<file path="config.mk">
export PLATFORM = sky130hd
export DESIGN_NAME = hc148_encoder_flat
export DESIGN_NICKNAME = d
export VERILOG_FILES = /design/src/rtl/hc148_pkg.sv /design/src/rtl/hc148_if.sv /design/src/rtl/hc148_debounce.sv /design/src/rtl/hc148_encoder.sv /design/src/flat_wrapper.sv
export SDC_FILE = /design/constraint.sdc
export NUM_CORES = 1
export LEC_CHECK = 0
export CAP_MARGIN = 20
export CORE_MARGIN = 2
export CORE_UTILIZATION = 30
export CTS_BUF_LIST = sky130_fd_sc_hd__clkbuf_4
export DETAILED_ROUTE_END_ITERATION = 6
export GPL_ROUTABILITY_DRIVEN = 0
export GPL_TIMING_DRIVEN = 0
export PLACE_DENSITY = 0.57
export SYNTH_ARGS = -nofsm -noshare
export SYNTH_HDL_FRONTEND = slang
export SYNTH_SLANG_ARGS = --single-unit
</file>
<file path="constraint.sdc">
create_clock -name clk -period 4 [get_ports clk]
set_input_delay 0.6 -clock clk [delete_from_list [all_inputs] [get_ports clk]]
set_output_delay 0.6 -clock clk [all_outputs]
set_load 0.02 [all_outputs]
</file>
<file path="src/rtl/hc148_pkg.sv">
// hc148_pkg: shared types and constants for the hc148 encoder slice
// Exports the event buffer state enum (EMPTY, FULL), the code width and the request line count.
package hc148_pkg;
  localparam int CODE_W = 3;
  localparam int LINES = 8;
  typedef enum logic {EMPTY, FULL} evt_state_e;
endpackage

</file>
<file path="src/rtl/hc148_if.sv">
// hc148_if: request/code/event bundle between the hc148 encoder and its environment
// Ports: ei_n, i_n (active-low enable and requests), a_n/gs_n/eo_n (74HC148 outputs),
// evt_valid/evt_code/evt_ready (press event handshake), ovf/ovf_clr (sticky drop flag).
// slave = the encoder, master = the driver/consumer.
interface hc148_if;
  import hc148_pkg::*;
  logic ei_n;
  logic [LINES-1:0] i_n;
  logic [CODE_W-1:0] a_n;
  logic gs_n;
  logic eo_n;
  logic evt_valid;
  logic [CODE_W-1:0] evt_code;
  logic evt_ready;
  logic ovf;
  logic ovf_clr;
  modport slave (input ei_n, i_n, evt_ready, ovf_clr, output a_n, gs_n, eo_n, evt_valid, evt_code, ovf);
  modport master (output ei_n, i_n, evt_ready, ovf_clr, input a_n, gs_n, eo_n, evt_valid, evt_code, ovf);
endinterface

</file>
<file path="src/rtl/hc148_debounce.sv">
// hc148_debounce: two-flop synchronizer plus optional debounce producing the stable {ei_n, i_n}
// Ports: clk, rst_n (async active-low), din (raw {ei_n, i_n}), stable (accepted pattern).
// Debounce is compiled only with HC148_DEBOUNCE_EN; otherwise stable follows the synchronizer.
module hc148_debounce import hc148_pkg::*; #(
  parameter int DEB_CYCLES = 16
) (
  input  logic           clk,
  input  logic           rst_n,
  input  logic [LINES:0] din,
  output logic [LINES:0] stable
);
  logic [LINES:0] meta_q, sync_q, stable_q, stable_d;
  always_ff @(posedge clk or negedge rst_n)
    if (!rst_n) begin
      meta_q   <= '1;
      sync_q   <= '1;
      stable_q <= '1;
    end else begin
      meta_q   <= din;
      sync_q   <= meta_q;
      stable_q <= stable_d;
    end
`ifdef HC148_DEBOUNCE_EN
  localparam int CW = $clog2(DEB_CYCLES);
  localparam logic [CW-1:0] LAST = CW'(DEB_CYCLES - 1);
  logic [LINES:0] cand_q, cand_d;
  logic [CW-1:0] cnt_q, cnt_d;
  always_ff @(posedge clk or negedge rst_n)
    if (!rst_n) begin
      cand_q <= '1;
      cnt_q  <= '0;
    end else begin
      cand_q <= cand_d;
      cnt_q  <= cnt_d;
    end
  // cand always tracks sync; the counter measures how long it has been unchanged and
  // saturates at LAST, so any glitch reloads cand and restarts the count.
  always_comb begin
    cand_d   = sync_q;
    cnt_d    = (sync_q != cand_q) ? '0 : (cnt_q == LAST) ? cnt_q : cnt_q + 1'b1;
    stable_d = (cnt_q == LAST && sync_q == cand_q) ? cand_q : stable_q;
  end
`else
  localparam int deb_unused = DEB_CYCLES;
  always_comb stable_d = sync_q;
`endif
  assign stable = stable_q;
endmodule

</file>
<file path="src/rtl/hc148_encoder.sv">
// hc148_encoder: debounced 74HC148-style priority encoder with a one-entry press event buffer
// Ports: clk, rst_n (async active-low), bus (hc148_if.slave: requests in, encoded outputs,
// event handshake and sticky overflow out). Debounce enabled by defining HC148_DEBOUNCE_EN.
module hc148_encoder import hc148_pkg::*; #(
  parameter int DEB_CYCLES = 16
) (
  input logic   clk,
  input logic   rst_n,
  hc148_if.slave bus
);
  logic [LINES:0] stable;
  logic [CODE_W-1:0] a_q, a_d, code_q, code_d;
  logic gs_q, gs_d, eo_q, eo_d, ovf_q, ovf_d, evt, load, drop;
  evt_state_e state_q, state_d;
  hc148_debounce #(.DEB_CYCLES(DEB_CYCLES)) u_deb (
    .clk    (clk),
    .rst_n  (rst_n),
    .din    ({bus.ei_n, bus.i_n}),
    .stable (stable)
  );
  // Lowest index first so the highest active request overwrites the code.
  always_comb begin
    a_d = '1;
    for (int k = 0; k < LINES; k++) if (!stable[k]) a_d = ~CODE_W'(k);
    if (stable[LINES]) a_d = '1;
    gs_d = stable[LINES] | (&stable[LINES-1:0]);
    eo_d = stable[LINES] | ~(&stable[LINES-1:0]);
  end
  // A press is a new low on gs_n or a code change while gs_n stays low, judged on the
  // values about to be registered so the event lands on the same edge as the outputs.
  always_comb begin
    evt     = !gs_d && (gs_q || a_d != a_q);
    load    = evt && (state_q == EMPTY || bus.evt_ready);
    drop    = evt && state_q == FULL && !bus.evt_ready;
    state_d = load ? FULL : (state_q == FULL && bus.evt_ready) ? EMPTY : state_q;
    code_d  = load ? ~a_d : code_q;
    ovf_d   = drop | (ovf_q & ~bus.ovf_clr);
  end
  always_ff @(posedge clk or negedge rst_n)
    if (!rst_n) begin
      a_q     <= '1;
      gs_q    <= 1'b1;
      eo_q    <= 1'b1;
      state_q <= EMPTY;
      code_q  <= '0;
      ovf_q   <= 1'b0;
    end else begin
      a_q     <= a_d;
      gs_q    <= gs_d;
      eo_q    <= eo_d;
      state_q <= state_d;
      code_q  <= code_d;
      ovf_q   <= ovf_d;
    end
  assign bus.a_n       = a_q;
  assign bus.gs_n      = gs_q;
  assign bus.eo_n      = eo_q;
  assign bus.evt_valid = state_q == FULL;
  assign bus.evt_code  = code_q;
  assign bus.ovf       = ovf_q;
endmodule

</file>
<file path="src/flat_wrapper.sv">
// flat-port wrapper written by rule: the top's interface ports become plain ports
module hc148_encoder_flat import hc148_pkg::*;
#(
  parameter int DEB_CYCLES = 16
)
  (clk, rst_n, bus_ei_n, bus_i_n, bus_evt_ready, bus_ovf_clr, bus_a_n, bus_gs_n, bus_eo_n, bus_evt_valid, bus_evt_code, bus_ovf);
  hc148_if bus_i ();
  input logic clk;
  input logic rst_n;
  input wire logic [$bits(bus_i.ei_n)-1:0] bus_ei_n;
  input wire logic [$bits(bus_i.i_n)-1:0] bus_i_n;
  input wire logic [$bits(bus_i.evt_ready)-1:0] bus_evt_ready;
  input wire logic [$bits(bus_i.ovf_clr)-1:0] bus_ovf_clr;
  output wire logic [$bits(bus_i.a_n)-1:0] bus_a_n;
  output wire logic [$bits(bus_i.gs_n)-1:0] bus_gs_n;
  output wire logic [$bits(bus_i.eo_n)-1:0] bus_eo_n;
  output wire logic [$bits(bus_i.evt_valid)-1:0] bus_evt_valid;
  output wire logic [$bits(bus_i.evt_code)-1:0] bus_evt_code;
  output wire logic [$bits(bus_i.ovf)-1:0] bus_ovf;
  assign bus_i.ei_n = bus_ei_n;
  assign bus_i.i_n = bus_i_n;
  assign bus_i.evt_ready = bus_evt_ready;
  assign bus_i.ovf_clr = bus_ovf_clr;
  assign bus_a_n = bus_i.a_n;
  assign bus_gs_n = bus_i.gs_n;
  assign bus_eo_n = bus_i.eo_n;
  assign bus_evt_valid = bus_i.evt_valid;
  assign bus_evt_code = bus_i.evt_code;
  assign bus_ovf = bus_i.ovf;
  hc148_encoder #(.DEB_CYCLES(DEB_CYCLES)) u_core (.clk(clk), .rst_n(rst_n), .bus(bus_i));
endmodule
</file>
### Yosys cells after proc, flatten, opt, wreduce, memory -nomap -nowiden

Index checks and enable logic that the tools add are counted.

| word-level totals | value |
|---|---|
| output and inout bits | 10 |
| bits in registers | 37 |
| input bits | 13 |

| cells by class | value |
|---|---|
| bitwise logic cells | 8 |
| reductions and logical operators | 11 |
| equal/unequal tests | 1 |
| muxes and demuxes | 10 |

Operator list:

| operator | number |
|---|---|
| 3-bit 2-to-1 mux | 7 |
| 8-bit AND reduction | 1 |
| 1-bit logical AND | 5 |
| 1-bit 2-to-1 mux | 3 |
| 3-bit inequality test | 1 |
| 1-bit inverter | 3 |
| 3-bit inverter | 1 |
| 1-bit bitwise OR | 3 |
| 1-bit zero test | 2 |
| 1-bit logical OR | 2 |
| 2-bit nonzero test | 1 |
| 1-bit AND | 1 |

### Logic depth before layout (Yosys ltp)

| logic depth | value |
|---|---|
| word-level depth | 14 |
| mapped depth | 6 |

### By module

From an unflattened synthesis, not the netlist that was laid out.

| second synthesis, totals | value |
|---|---|
| cells, all modules | 78 |
| area total of the unflattened synthesis | 1251.2 µm² |

By module, submodules not included:

| module | seq. area each (µm²) | instances | cells an instance | area each (µm²) |
|---|---|---|---|---|
| hc148_debounce | 709.4 | 1 | 27 | 709.4 |
| hc148_encoder | 256.5 | 1 | 51 | 541.8 |

### Worst setup path before layout

Ideal clock, no wire load.

| timing path | value |
|---|---|
| path kind | register -> register |
| start | register u_core.u_deb.stable_q[5], in the netlist u_core.u_deb.stable[5] |
| end | register u_core.code_q[1], in the netlist u_core.bus.evt_code[1] |
| data required time | 3.875 ns |
| arrival | 1.647 ns |
| setup time | 0.125 ns |
| cell stages (with the launch flop) | 7 |
| path slack | 2.228 ns |
| path through | dfstp_2 nand2b_2 a21oi_2 a41oi_2 mux2i_1 o211ai_2 mux2_4 |

| on the way | value |
|---|---|
| longest elaborated chain between the ends | 8 |
| elaborated cells between the ends (all ways) | 12 |

Ends and longest elaborated chain:

| element | RTL line | text |
|---|---|---|
| start: declaration | hc148_debounce.sv:12 | `logic [LINES:0] meta_q, sync_q, stable_q, stable_d;` |
| start signal: assignment | hc148_debounce.sv:21 | `stable_q <= stable_d;` |
| 3-bit 2-to-1 mux (3 in a row) | hc148_encoder.sv:24 | `for (int k = 0; k < LINES; k++) if (!stable[k]) a_d = ~CODE_W'(k);` |
| 3-bit 2-to-1 mux | hc148_encoder.sv:25 | `if (stable[LINES]) a_d = '1;` |
| named net u_core.a_d[0] | hc148_encoder.sv:12 | `logic [CODE_W-1:0] a_q, a_d, code_q, code_d;` |
| 3-bit inequality test | hc148_encoder.sv:32 | `evt = !gs_d && (gs_q \|\| a_d != a_q);` |
| 1-bit logical OR | hc148_encoder.sv:32 |  |
| 1-bit logical AND | hc148_encoder.sv:32 |  |
| 1-bit logical AND | hc148_encoder.sv:33 | `load = evt && (state_q == EMPTY \|\| bus.evt_ready);` |
| end signal: assignment | hc148_encoder.sv:52 | `code_q <= code_d;` |
| end: declaration | hc148_encoder.sv:12 |  |

The timed path passes the listed nets, and every way through them passes these cells.
A chain may end at the register's enable or synchronous reset.

### Worst setup path in the final report

| timing path | value |
|---|---|
| start | register u_core.a_q[2], in the netlist u_core.bus.a_n[2] |
| end | output port bus_a_n[2] |

RTL lines:

| element | RTL line | text |
|---|---|---|
| start: declaration | hc148_encoder.sv:12 |  |
| start signal: assignment | hc148_encoder.sv:41 | `a_q <= '1;` |
| start signal: assignment | hc148_encoder.sv:48 | `a_q <= a_d;` |
| end: declaration | flat_wrapper.sv:14 | `output wire logic [$bits(bus_i.a_n)-1:0] bus_a_n;` |

No word-level cell between the ends.

==> key figures <==
Status
  – Status: finished, final reports clean

Clock tree
  – Clock sink count: 37
  – Hold bufs inserted after CTS: 0
  – CTS Buf Count: 5
  – TritonCTS clock tree: built
  – Clock root buffer: clkbuf_4
  – Deepest clock path buffer count: 2
  – Clock-pin slew on the worst setup and hold paths: 0.11 ns
  – Worst-skew pair later-pin latency: 0.33 ns
  – # resized after CTS: 0
  – Post-CTS Setup Bufs: 0
  – CTS H-Tree Depth: 2

Synth
  – Mux share of post-synthesis cell area: 2.87%
  – Post-synthesis cell count: 79
  – Synth unique cells: 23
  – Register area share after synthesis: 79.1%
  – Register bit total from synthesis: 37
  – Xor and xnor area share after synthesis: 0%
  – Complex-gate fraction of the synthesized area: 7.68%
  – Synth Area in Simple Gates: 8.81%
  – Post-Synthesis Net Count: 92
  – Synthesized cell area: 1220 sq um
  – Syn Area/Cell: 15.5 sq um
  – Synth Warn #: 0
  – Main combinational cell family by area after synthesis: simple AND/OR/NAND/NOR gates
  – Post-Synth Adder-Cell Area: 0%

GRT
  – Largest net degree at the start of global routing: 38
  – Initial antenna violation count: 0
  – GRT overflow: 0
  – First-pass GRT wire length: 2820 microns
  – Total Routing Usage GR: 8.86%
  – Vias in the first global route: 655

STA
  – Final setup vio count: 0
  – Crit path time final: 2.12 ns
  – Final Hold Vio Count: 0
  – RSZ-0062 raised after global routing: false
  – Min Hold Slack: 0.323 ns
  – Worst slew pin tran: 0.734 ns
  – Fmax: 471 MHz
  – Max-slew headroom: 51.1%
  – Max-slew violation count: 0
  – Fin crit share: 53.1%
  – Layout Skew: 0.00333 ns
  – Setup tns final: 0 ns

Die
  – Starting density of the core: 30.7%
  – Die W: 67.8 microns
  – Core area: 3970 sq um
  – # rows: 23
  – Chip Height: 67.8 microns
  – Die area: 4600 sq um
  – # IOs: 23

Critical path
  – Slowest stage delay, CP: 0.61 ns
  – Reg2Reg Setup Slack: 2.08 ns
  – Reg2Reg Depth: 6
  – Crit Path Category: reg -> out
  – Worst path cell trace: clkdlybuf4s50_1
  – FF-to-FF End: u_core.bus.evt_code[1]
  – CP arrival: 1.52 ns
  – Critical path buffers and inverters: 1
  – Reg2Reg Launch Point: u_core.u_deb.stable[5]
  – CP delay by family, top: buffers and inverters
  – Setup crit end kind: primary output
  – Worst Setup Start Kind: flip-flop
  – Worst Path Required: 3.40 ns
  – Max Fanout on Critical Path: 5
  – CP max-delay cell: clkdlybuf4s50_1

Min path
  – Worst Hold Class: in -> async

Layout
  – Area Overhead vs Synth: 29.6%
  – Layout cells sized above 1: 43.1%
  – Fillcell total: 384
  – Commonest non-fill, non-tap cells in the layout: dfstp_2, clkdlybuf4s50_1, nand2_1, clkbuf_4
  – Most common cell after layout, fill and taps aside: dfstp_2
  – Final #Nets: 121
  – Antenna cells: 0

Place
  – Post-DP HPWL: 1180 microns
  – PortBufs: 22

Power
  – Worst vdd ir: 0.247 mV
  – Power Density: 480 nW/um^2
  – Leak pwr: 0.638 nW

Routing
  – Residual DRC count: 0
  – Vias: 684
  – Drt via density: 4.30
  – Routed WL per cell: 10.6 microns
  – Drt first pass iters: 2
  – Routed WL: 1690 microns
  – Detailed Route Iter0 Violations: 20
  – Post-route antenna net violation count: 0

Run
  – MaxCap Viol Count: 0
-- cell families after synthesis --
family,after synthesis
AOI/OAI and AO/OA,13
buffers and inverters,5
DFF,37
muxes,3
and+or+nand+nor,21
-- how the worst max path moves through the flow --
stage,start,end,slack [ns],depth (start not counted)
5_1_grt,u_core.bus.a_n[2],bus_a_n[2],1.80,1
4_1_cts,u_core.bus.a_n[2],bus_a_n[2],1.86,1
3_3_place_gp,rst_n,u_core.bus.ovf,1.69,1
3_5_place_dp,u_core.u_deb.stable[5],u_core.bus.evt_code[1],2.09,6
6_report,u_core.bus.a_n[2],bus_a_n[2],1.88,1
2_1_floorplan,u_core.u_deb.stable[5],u_core.bus.evt_code[1],2.23,6
-- cell type report --
cell class                      instances  area [sq um]  share of cell area [%]
Multi-Input combinational cell         37           236                    14.9
Clock inverter                          2          38.8                    2.45
Inverter                                5          18.8                    1.19
Clock buffer                            6          45.0                    2.85
Sequential cell                        37           966                    61.0
Tap cell                               50          62.6                    3.95
Timing Repair Buffer                   22           215                    13.6
-- power by group --
group	switching (W)	total (W)	leakage (nW)	internal (W)
combinational	0.0000378	0.0000769	0.198	0.0000390
clock	0.000118	0.000258	0.0459	0.000140
sequential	0.0000134	0.000425	0.394	0.000411
-- metrics by stage --
step           total power [W]  utilization [%]  setup WS, ns  cells  area (sq um)
2_1_floorplan         0.000464                -          2.23     79          1220
3_3_place_gp          0.000507             37.9          1.69    151          1500
3_5_place_dp          0.000509             37.7          2.09    151          1500
4_1_cts               0.000771             39.9          1.86    159          1580
5_1_grt               0.000800             39.9          1.80    159          1580
6_report              0.000760             39.9          1.88    159          1580
-- synth_stat cells --
cell | count | share of area (%)
dfstp_2 | 32 | 69
o22ai_1 | 1 | 0.51
nor2_1 | 4 | 1.2
o2bb2ai_1 | 1 | 0.72
and4_2 | 1 | 0.82
inv_1 | 5 | 1.5
nand2b_2 | 1 | 0.72
a21oi_2 | 1 | 0.72
o211ai_2 | 1 | 1.0
a21oi_1 | 3 | 1.2
nor3_1 | 1 | 0.41
dfrtp_1 | 5 | 10
nand2b_1 | 1 | 0.51
o21ai_0 | 4 | 1.6
nand4_1 | 2 | 1.0
a31oi_1 | 1 | 0.51
nand3_1 | 3 | 1.2
a41oi_2 | 1 | 1.3
nand2_1 | 6 | 1.8
nor2b_1 | 1 | 0.51
and3_1 | 1 | 0.51
mux2_4 | 1 | 1.2
mux2i_1 | 2 | 1.6
-- state kept, by name, indices dropped and copies added (netlist names) --
| signal | count |
|---|---|
| u_core.u_deb.meta_q | 9 |
| u_core.u_deb.stable | 9 |
| u_core.u_deb.stable_d | 9 |
| u_core.bus.a_n | 3 |
| u_core.bus.evt_code | 3 |
| u_core.bus.eo_n | 1 |
| u_core.bus.evt_valid | 1 |
| u_core.bus.gs_n | 1 |
| u_core.bus.ovf | 1 |
-- metal layers --
| metal | wire length [microns] | vias up | GRT usage (%) |
|---|---|---|---|
| li1 | - | 326 | - |
| met1 | 726 | 330 | 9.39 |
| met2 | 819 | 22 | 14.1 |
| met3 | 113 | 6 | 5.50 |
| met4 | 31 | 0 | 3.75 |
| met5 | 0 | - | 0 |
Power figures use the tool's default switching activity.
